`config.mk`:
```
export PLATFORM = sky130hd
export DESIGN_NAME = ham_dec
export DESIGN_NICKNAME = d
export VERILOG_FILES = /design/src/rtl/ham_pkg.sv /design/src/rtl/ham_dec_lane.sv /design/src/rtl/ham_dec.sv
export SDC_FILE = /design/constraint.sdc
export NUM_CORES = 1
export LEC_CHECK = 0
export ABC_AREA = 1
export BUFFER_PORTS_ARGS = -buffer_cell sky130_fd_sc_hd__buf_2
export CAP_MARGIN = 15
export CORE_MARGIN = 4
export CORE_UTILIZATION = 45
export CTS_CLUSTER_SIZE = 20
export DETAILED_ROUTE_END_ITERATION = 7
export PLACE_DENSITY = 0.68
export RECOVER_POWER = 100
export SYNTH_ARGS = -nofsm -noshare
export SYNTH_HDL_FRONTEND = slang
export SYNTH_SLANG_ARGS = --single-unit
```
`constraint.sdc`:
```
create_clock -name i_clk -period 2.8 [get_ports i_clk]
set_input_delay 0.14 -clock i_clk [delete_from_list [all_inputs] [get_ports i_clk]]
set_output_delay 0.14 -clock i_clk [all_outputs]
set_load 0.01 [all_outputs]
```
`src/rtl/ham_pkg.sv`:
```
// Shared constants, error classes and codeword position helpers for the SECDED Hamming decoder.
package ham_pkg;

  localparam int DATA_WIDTH   = 32;
  localparam int PARITY_BITS  = 6;
  localparam int ENCODED_WORD = DATA_WIDTH + PARITY_BITS;

  typedef enum logic [1:0] {ERR_NONE, ERR_SEC, ERR_DED} err_class_e;

  function automatic bit is_pow2(input int x);
    return (x > 0) && ((x & (x - 1)) == 0);
  endfunction

  // 1-based codeword position carrying data bit idx (data fills the non-power-of-2 slots, LSB first).
  function automatic int data_pos(input int idx);
    int n;
    int pos;
    n   = 0;
    pos = 0;
    for (int k = 1; k < 512; k++) begin
      if (!is_pow2(k)) begin
        if (n == idx && pos == 0) pos = k;
        n++;
      end
    end
    return pos;
  endfunction

endpackage

```
`src/rtl/ham_dec_lane.sv`:
```
// One decoder lane: syndrome/parity stage, correct/classify stage, saturating error counters.
// Latency 2 cycles; a stalled output holds and backpressures via o_ready. First-DED log only with HAM_DEC_SYN_LOG_EN.
module ham_dec_lane
  import ham_pkg::*;
#(
  parameter int DATA_W = 32,
  parameter int PAR_W  = 6,
  parameter int CODE_W = 38,
  parameter int CNT_W  = 16
) (
  input  logic              i_clk,
  input  logic              i_rst,
  input  logic [CODE_W+1:1] i_code,
  input  logic              i_valid,
  output logic              o_ready,
  output logic [DATA_W-1:0] o_data,
  output logic              o_valid,
  input  logic              i_ready,
  output logic              o_sec,
  output logic              o_ded,
  output logic [CNT_W-1:0]  o_sec_cnt,
  output logic [CNT_W-1:0]  o_ded_cnt,
  input  logic              i_clr_cnt,
  output logic [PAR_W:0]    o_syn_log
);

  logic              s1_vld_q;
  logic [PAR_W-1:0]  s1_syn_q, s1_syn_d;
  logic              s1_par_q, s1_par_d;
  logic [CODE_W+1:1] s1_code_q;
  logic              s2_vld_q;
  logic [DATA_W-1:0] s2_dat_q, s2_dat_d;
  logic              s2_sec_q, s2_sec_d;
  logic              s2_ded_q, s2_ded_d;
  logic [CNT_W-1:0]  sec_cnt_q, sec_cnt_d;
  logic [CNT_W-1:0]  ded_cnt_q, ded_cnt_d;
  logic              s1_adv, s2_adv, out_hs;
  err_class_e        cls;
  logic [CODE_W+1:1] fixed;
  logic              unused_par;

  assign s2_adv  = !s2_vld_q || i_ready;
  assign s1_adv  = !s1_vld_q || s2_adv;
  assign o_ready = s1_adv;
  assign out_hs  = s2_vld_q && i_ready;

  always_comb begin
    s1_syn_d = '0;
    for (int k = 1; k <= CODE_W; k++) begin
      if (i_code[k]) s1_syn_d = s1_syn_d ^ PAR_W'(k);
    end
    s1_par_d = ^i_code;
  end

  // Odd overall parity means one flip (syndrome 0 = the overall bit itself); anything else nonzero is uncorrectable.
  always_comb begin
    cls = ERR_NONE;
    if (s1_par_q) begin
      if (s1_syn_q <= PAR_W'(CODE_W)) cls = ERR_SEC;
      else                            cls = ERR_DED;
    end else if (s1_syn_q != '0) begin
      cls = ERR_DED;
    end
  end

  always_comb begin
    fixed = s1_code_q;
    for (int k = 1; k <= CODE_W; k++) begin
      if (cls == ERR_SEC && s1_syn_q == PAR_W'(k)) fixed[k] = !s1_code_q[k];
    end
  end

  for (genvar i = 0; i < DATA_W; i++) begin : g_extract
    localparam int POS = data_pos(i);
    assign s2_dat_d[i] = fixed[POS];
  end

  always_comb begin
    unused_par = fixed[CODE_W+1];
    for (int k = 1; k <= CODE_W; k++) begin
      if (is_pow2(k)) unused_par = unused_par ^ fixed[k];
    end
  end

  assign s2_sec_d = (cls == ERR_SEC);
  assign s2_ded_d = (cls == ERR_DED);

  always_ff @(posedge i_clk) begin
    if (i_rst) begin
      s1_vld_q  <= 1'b0;
      s1_syn_q  <= '0;
      s1_par_q  <= 1'b0;
      s1_code_q <= '0;
    end else if (s1_adv) begin
      s1_vld_q <= i_valid;
      if (i_valid) begin
        s1_syn_q  <= s1_syn_d;
        s1_par_q  <= s1_par_d;
        s1_code_q <= i_code;
      end
    end
  end

  always_ff @(posedge i_clk) begin
    if (i_rst) begin
      s2_vld_q <= 1'b0;
      s2_dat_q <= '0;
      s2_sec_q <= 1'b0;
      s2_ded_q <= 1'b0;
    end else if (s2_adv) begin
      s2_vld_q <= s1_vld_q;
      if (s1_vld_q) begin
        s2_dat_q <= s2_dat_d;
        s2_sec_q <= s2_sec_d;
        s2_ded_q <= s2_ded_d;
      end
    end
  end

  // Clear beats a same-cycle increment.
  always_comb begin
    sec_cnt_d = sec_cnt_q;
    ded_cnt_d = ded_cnt_q;
    if (i_clr_cnt) begin
      sec_cnt_d = '0;
      ded_cnt_d = '0;
    end else if (out_hs) begin
      if (s2_sec_q && sec_cnt_q != '1) sec_cnt_d = sec_cnt_q + CNT_W'(1);
      if (s2_ded_q && ded_cnt_q != '1) ded_cnt_d = ded_cnt_q + CNT_W'(1);
    end
  end

  always_ff @(posedge i_clk) begin
    if (i_rst) begin
      sec_cnt_q <= '0;
      ded_cnt_q <= '0;
    end else begin
      sec_cnt_q <= sec_cnt_d;
      ded_cnt_q <= ded_cnt_d;
    end
  end

`ifdef HAM_DEC_SYN_LOG_EN
  logic [PAR_W-1:0] s2_syn_q;
  logic [PAR_W:0]   log_q, log_d;

  always_ff @(posedge i_clk) begin
    if (i_rst)                    s2_syn_q <= '0;
    else if (s2_adv && s1_vld_q)  s2_syn_q <= s1_syn_q;
  end

  always_comb begin
    log_d = log_q;
    if (i_clr_cnt)                                    log_d = '0;
    else if (out_hs && s2_ded_q && !log_q[PAR_W])     log_d = {1'b1, s2_syn_q};
  end

  always_ff @(posedge i_clk) begin
    if (i_rst) log_q <= '0;
    else       log_q <= log_d;
  end

  assign o_syn_log = log_q;
`else
  assign o_syn_log = '0;
`endif

  assign o_valid   = s2_vld_q;
  assign o_data    = s2_dat_q;
  assign o_sec     = s2_sec_q;
  assign o_ded     = s2_ded_q;
  assign o_sec_cnt = sec_cnt_q;
  assign o_ded_cnt = ded_cnt_q;

endmodule

```
`src/rtl/ham_dec.sv`:
```
// Dual-port SECDED Hamming decoder: two independent 2-stage lanes (2-cycle latency, output stall backpressures
// through o_ready). Shared counter clear. Define HAM_DEC_SYN_LOG_EN to build the per-port first-DED syndrome log.
module ham_dec #(
  parameter int DATA_WIDTH   = ham_pkg::DATA_WIDTH,
  parameter int PARITY_BITS  = ham_pkg::PARITY_BITS,
  parameter int ENCODED_WORD = DATA_WIDTH + PARITY_BITS,
  parameter int COUNT_WIDTH  = 16
) (
  input  logic                    i_clk,
  input  logic                    i_rst,
  input  logic [ENCODED_WORD+1:1] i_code_a,
  input  logic [ENCODED_WORD+1:1] i_code_b,
  input  logic                    i_valid_a,
  input  logic                    i_valid_b,
  output logic                    o_ready_a,
  output logic                    o_ready_b,
  output logic [DATA_WIDTH-1:0]   o_data_a,
  output logic [DATA_WIDTH-1:0]   o_data_b,
  output logic                    o_valid_a,
  output logic                    o_valid_b,
  input  logic                    i_ready_a,
  input  logic                    i_ready_b,
  output logic                    o_sec_a,
  output logic                    o_sec_b,
  output logic                    o_ded_a,
  output logic                    o_ded_b,
  output logic [COUNT_WIDTH-1:0]  o_sec_cnt_a,
  output logic [COUNT_WIDTH-1:0]  o_sec_cnt_b,
  output logic [COUNT_WIDTH-1:0]  o_ded_cnt_a,
  output logic [COUNT_WIDTH-1:0]  o_ded_cnt_b,
  input  logic                    i_clr_cnt,
  output logic [PARITY_BITS:0]    o_syn_log_a,
  output logic [PARITY_BITS:0]    o_syn_log_b
);

  ham_dec_lane #(
    .DATA_W (DATA_WIDTH),
    .PAR_W  (PARITY_BITS),
    .CODE_W (ENCODED_WORD),
    .CNT_W  (COUNT_WIDTH)
  ) u_lane_a (
    .i_clk     (i_clk),
    .i_rst     (i_rst),
    .i_code    (i_code_a),
    .i_valid   (i_valid_a),
    .o_ready   (o_ready_a),
    .o_data    (o_data_a),
    .o_valid   (o_valid_a),
    .i_ready   (i_ready_a),
    .o_sec     (o_sec_a),
    .o_ded     (o_ded_a),
    .o_sec_cnt (o_sec_cnt_a),
    .o_ded_cnt (o_ded_cnt_a),
    .i_clr_cnt (i_clr_cnt),
    .o_syn_log (o_syn_log_a)
  );

  ham_dec_lane #(
    .DATA_W (DATA_WIDTH),
    .PAR_W  (PARITY_BITS),
    .CODE_W (ENCODED_WORD),
    .CNT_W  (COUNT_WIDTH)
  ) u_lane_b (
    .i_clk     (i_clk),
    .i_rst     (i_rst),
    .i_code    (i_code_b),
    .i_valid   (i_valid_b),
    .o_ready   (o_ready_b),
    .o_data    (o_data_b),
    .o_valid   (o_valid_b),
    .i_ready   (i_ready_b),
    .o_sec     (o_sec_b),
    .o_ded     (o_ded_b),
    .o_sec_cnt (o_sec_cnt_b),
    .o_ded_cnt (o_ded_cnt_b),
    .i_clr_cnt (i_clr_cnt),
    .o_syn_log (o_syn_log_b)
  );

endmodule
```
==> results of run 1 <==
==> final timing paths <==
path | startpoint | endpoint | slack, ns | depth (start not counted)
worst max-delay path | u_lane_b.o_valid | u_lane_b.s1_code_q[22] | 0.49 | 5
worst min-delay path | i_code_a[24] | u_lane_a.s1_code_q[24] | 0.02 | 3
worst max register to register | u_lane_b.o_valid | u_lane_b.s1_code_q[22] | 0.49 | 5
worst min register to register | u_lane_a.s1_code_q[34] | u_lane_a.s1_code_q[34] | 0.46 | 2
==> power groups by stage <==
stage / logic (mW) / registers [mW] / clock network [mW]
2_1_floorplan: 1.24 / 3.41 / 0
3_3_place_gp: 1.71 / 3.41 / 0
3_5_place_dp: 1.74 / 3.42 / 0
4_1_cts: 1.78 / 3.35 / 2.99
5_1_grt: 1.97 / 3.37 / 3.10
6_report: 1.74 / 3.36 / 2.92
==> critical path, delay by kind of cell (launching register included) <==
kind | cells | cell delay (ns)
buf+inv | 1 | 0.98
simple gates | 3 | 0.49
compound gates | 1 | 0.39
flops | 1 | 0.37
==> registers in the layout, indices dropped and copies added (netlist names), 6 cells and up <==
signal / flops
u_lane_a.o_sec_cnt: 16
u_lane_b.o_ded_cnt: 16
u_lane_a.o_ded_cnt: 16
u_lane_b.o_sec_cnt: 16
u_lane_a.s1_syn_q: 6
u_lane_a.o_data: 32
u_lane_a.s1_code_q: 32
u_lane_b.s1_syn_q: 6
u_lane_b.o_data: 32
u_lane_b.s1_code_q: 32
==> final cells by class <==
cell class / count / area share (%)
timing repair buffer: 265 / 9.10
clock inverter: 9 / 0.498
sequential: 214 / 28.9
inverter: 278 / 7.07
clock buffer: 29 / 4.31
tap: 378 / 3.19
multi-input combinational: 1362 / 46.9
==> metrics by stage <==
stage / utilization, % / std cells
2_1_floorplan: - / 1937
3_3_place_gp: 50.5 / 2466
3_5_place_dp: 50.5 / 2466
4_1_cts: 54.2 / 2535
5_1_grt: 53.2 / 2535
6_report: 53.2 / 2535
==> cell usage after synthesis (all sizes together) (4+ instances only) <==
cell	n
a21oi	107
a31oi	4
buf	34
clkbuf	49
dfxtp	214
ha	4
inv	277
nand2	470
nand3	91
nand4	15
nor2	222
nor3	34
nor4	9
o211ai	7
o21ai	149
o21bai	4
o221ai	26
or2	9
xnor2	84
xor2	98
==> kinds of logic (layout without fill, tap and decap cells) <==
| logic type | Yosys count | after routing | share of synthesized area, % |
|---|---|---|---|
| AO/OA/AOI/OAI | 307 | 307 | 13.3 |
| XOR/XNOR | 182 | 182 | 12.6 |
| adder cells (fa/ha/maj) | 4 | 4 | 0.393 |
| buffers and inverters | 361 | 581 | 11.5 |
| flip-flops | 214 | 214 | 33.6 |
| other | 1 | 14 | 0.0295 |
| AND/OR/NAND/NOR | 855 | 855 | 28.5 |
==> timing repair <==
| action | 4_1_cts | 5_1_grt |
|---|---|---|
| resized for setup | 0 | 0 |
| hold buffers | 31 | 0 |
| hold endpoints to repair | 31 | 0 |
==> layer usage <==
| metal | up-vias | global-route usage, % | routed length (microns) |
|---|---|---|---|
| li1 | 6465 | - | - |
| met1 | 5533 | 32.4 | 17000 |
| met2 | 383 | 34.5 | 15700 |
| met3 | 44 | 3.30 | 2830 |
| met4 | 0 | 4.55 | 582 |
| met5 | - | 0 | 0 |
==> placed cells by master, fill, tap and decap left out, drive strengths merged, types with 26 or more instances in the layout <==
master	synthesis	layout
nand2	470	470
inv	277	278
nor2	222	222
dfxtp	214	214
clkbuf	49	172
o21ai	149	149
a21oi	107	107
xor2	98	98
nand3	91	91
buf	34	91
xnor2	84	84
nor3	34	34
dlygate4sd3	0	31
o221ai	26	26
==> impl_metrics.yaml, run 1 <==
run_status:
  status: "completed"
finish:
  drive_gt1_share_pct: 7.14
  area_delta_synth_final_pct: 16.3
  multi_input_area_sq_um: 6950
  final_nets: 2233
  n_antenna_cell: 0
  regArea_sq_um: 4280
  n_fill_cell: 2851
  fin_area_sq_um: 14800
power:
  p_total_mw: 8.01
  swShare_pct: 30.9
  switching_power_mw: 2.47
  p_int_mw: 5.54
  power.density_nw_per_um2: 541
  ir_drop_mv: 0.343
  cellLeakagePower_nw: 6.75
  p_seq_share_pct: 41.9
  p_comb_share_pct: 21.7
  power_frac_clock_pct: 36.4
synthesis:
  synth_area_sq_um: 12700
  synthFlopType: "dfxtp_1"
  yosysTopAreaCell: "dfxtp_1"
  synth.yosys.warnings: 0
  synth_edf_count: 0
  netlist-cell-type-count: 53
  synth-seq-cells: 214
  syn-mean-instance-area_sq_um: 6.62
  yosys.area.top_type_share_pct: 33.6
  synth_seq_area_share_pct: 33.6
  ys_async_sr_fraction_pct: 0
  syn_inst: 1924
  synth.top_cells.by_area: "dfxtp_1, nand2_1, inv_1"
global_routing:
  grt-ovfl-total: 0
  first_global_vias: 11165
  antenna_found_initial: 0
  grt_util_all_layers_pct: 22.1
  grt_pass1_wl_mm: 57.0
  grt_max_degree: 54
placement:
  portBuffers: 220
  finalWeightedCongestion: 0.937
  pre_cts_slack_ns: 0.826
  dpl.hpwl_mm: 27.5
  place_area_sq_um: 14100
clocking:
  cts.sinks: 214
  h-tree-depth: 1
  cts_made_buffers: 23
  clock_path_buffers: 3
  clk_latency_ns: 0.50
  cts_setup_buffers: 0
  cts_tree: "done"
  root_buffer: "clkbuf_16"
  clk_pin_slew_ns: 0.06
job:
  drv_cap: 0
sta:
  relSlewSlack_pct: 7.76
  post-route-period-util_pct: 82.3
  period_minus_slack_ns: 2.31
  tns_ns: 0
  setup_violations: 0
  timing.hold.ws_ns: 0.0178
  tightest_slew_ns: 1.38
  worst_clock_skew_ns: 0.00971
  fmax_mhz: 434
  hold_violations: 0
  slew_viol_final: 0
  grt_setup_unrepaired: "false"
  setup_slack_ns: 0.494
worst_hold_path:
  min_path_type: "primary input to flip-flop"
detailed_routing:
  drtPass1Iterations: 7
  drt-initial-drc-count: 1002
  route.detailed.drc: 0
  final_antenna_net_count: 0
  via_count: 12425
  post_drt_wl_per_cell_microns: 14.2
  wirelength_mm: 36.0
  via_per_inst: 4.90
setup_path:
  timing_worst_setup_path_type: "flip-flop to flip-flop"
  crit_chain: "nand3_1 -> nand2_1 -> clkbuf_1 -> o21ai_0 -> nor2_1"
  cp-start-kind: "flip-flop"
  end_kind: "flip-flop"
  path_max_fanout: 32
  crit_slowest_cell: "clkbuf_1"
  slowest_delay_ns: 0.98
  arrival_ns: 2.74
  worst-endpoint-required_ns: 3.23
floorplan:
  fp-row-count: 61
  start_util_pct: 45.7
  num_io_pins: 235
  die_area_sq_um: 31000
  die_x_microns: 176
  dieHeight_microns: 176
  core_sq_um: 27900
Power figures use the tool's default switching activity.
==> run 2: changes to the inputs <==
- clock period: 2.8 -> 2.3 ns (I/O delays scaled with it)
==> impl_metrics.yaml, run 2 (synthesis gave the netlist of run 1 again) <==
run_status:
  status: "completed"
global_routing:
  grt_util_all_layers_pct: 22.4
  grt_pass1_wl_mm: 57.7
  antenna_found_initial: 0
  first_global_vias: 11505
  grt_max_degree: 63
  grt-ovfl-total: 0
detailed_routing:
  wirelength_mm: 36.7
  drtPass1Iterations: 7
  final_antenna_net_count: 0
  post_drt_wl_per_cell_microns: 14.4
  drt-initial-drc-count: 985
  via_per_inst: 4.98
  via_count: 12663
  route.detailed.drc: 0
setup_path:
  cp-start-kind: "flip-flop"
  timing_worst_setup_path_type: "flip-flop to flip-flop"
  r2r-end: "u_lane_a.o_sec_cnt[10]"
  end_kind: "flip-flop"
  worst-endpoint-required_ns: 2.67
  reg2reg_slack_ns: 0.29
  path_max_fanout: 8
  r2r_cells: 9
  arrival_ns: 2.38
  r2r_start: "u_lane_a.o_sec_cnt[0]"
worst_hold_path:
  holdPathStages: 3
  hold_end: "u_lane_a.s1_code_q[27]"
  min-delay-start: "i_code_a[27]"
  min_path_type: "primary input to flip-flop"
clocking:
  root_buffer: "clkbuf_16"
  cts.sinks: 214
  cts.repair.resized: 0
  h-tree-depth: 1
  hold_buffers: 41
  clk_latency_ns: 0.50
  clk_pin_slew_ns: 0.06
  clock_path_buffers: 3
  cts_tree: "done"
  cts_made_buffers: 23
  cts_setup_buffers: 0
sta:
  period_minus_slack_ns: 2.01
  worst_clock_skew_ns: 0.00636
  grt_setup_unrepaired: "false"
  tightest_slew_ns: 0.951
  relSlewSlack_pct: 36.6
  hold_violations: 0
  slew_viol_final: 0
  post-route-period-util_pct: 87.4
  fmax_mhz: 497
  setup_slack_ns: 0.290
  timing.hold.ws_ns: 0.0189
  tns_ns: 0
  setup_violations: 0
placement:
  portBuffers: 220
  pre_cts_slack_ns: 0.408
  place_area_sq_um: 14100
  finalWeightedCongestion: 0.948
  dpl.hpwl_mm: 27.7
  post-place-cells: 2468
finish:
  n_antenna_cell: 0
  fin_area_sq_um: 15000
  drive_gt1_share_pct: 7.80
  area_delta_synth_final_pct: 17.8
  instances_no_fill: 2545
  final_nets: 2245
  final_cell_mix: "nand2_1, inv_1, nor2_1"
  post-route-util_pct: 53.8
  final_common_cell: "nand2_1"
power:
  p_total_mw: 9.78
  power.density_nw_per_um2: 652
  ir_drop_mv: 0.462
  cellLeakagePower_nw: 6.84
job:
  drv_cap: 0
floorplan:
  core_sq_um: 27900
  num_io_pins: 235
  die_area_sq_um: 31000
  dieHeight_microns: 176
  die_x_microns: 176
  fp-row-count: 61
  start_util_pct: 45.7
## run 2: final cells by class
| type | count | area [sq um] |
|---|---|---|
| Inverter | 278 | 1050 |
| Fill cell | 2838 | 12900 |
| Tap cell | 378 | 473 |
| Timing Repair Buffer | 277 | 1480 |
| Clock inverter | 7 | 63.8 |
| Sequential cell | 214 | 4280 |
| Clock buffer | 29 | 648 |
| Multi-Input combinational cell | 1362 | 7000 |
## run 2: power breakdown
| part | internal [mW] | switching, mW | total [mW] | leakage (nW) |
|---|---|---|---|---|
| clock | 2.08 | 1.45 | 3.53 | 0.358 |
| sequential | 3.92 | 0.165 | 4.08 | 1.76 |
| combinational | 0.785 | 1.38 | 2.17 | 4.73 |
## run 2: routing by layer
metal,vias up,part of all wire [%],GRT usage (%)
met3,60,6.4,3.06
met4,0,2.5,5.82
met1,5768,48,32.2
met5,-,0,0
li1,6483,-,-
met2,352,43,35.4
## run 2: worst max-delay path, stage by stage, from the launching register on
cell	delay [ns]
dfxtp_1	0.40
ha_1	0.19
inv_1	0.06
nor4_2	0.31
nand3_1	0.13
nand2_1	0.24
inv_2	0.13
nand2_1	0.19
o21ai_0	0.09
nor3b_1	0.14
## run 2: worst max path at each step
stage | start | to | slack (ns) | depth (start not counted)
2_1_floorplan | u_lane_a.o_sec_cnt[0] | u_lane_a.o_sec_cnt[10] | 0.57 | 9
3_3_place_gp | u_lane_a.o_sec_cnt[0] | u_lane_a.o_sec_cnt[10] | 0.51 | 9
3_5_place_dp | u_lane_a.o_sec_cnt[0] | u_lane_a.o_sec_cnt[10] | 0.41 | 9
4_1_cts | u_lane_a.o_sec_cnt[0] | u_lane_a.o_sec_cnt[10] | 0.39 | 9
5_1_grt | u_lane_a.s1_syn_q[5] | u_lane_a.o_data[30] | 0.07 | 11
6_report | u_lane_a.o_sec_cnt[0] | u_lane_a.o_sec_cnt[10] | 0.29 | 9
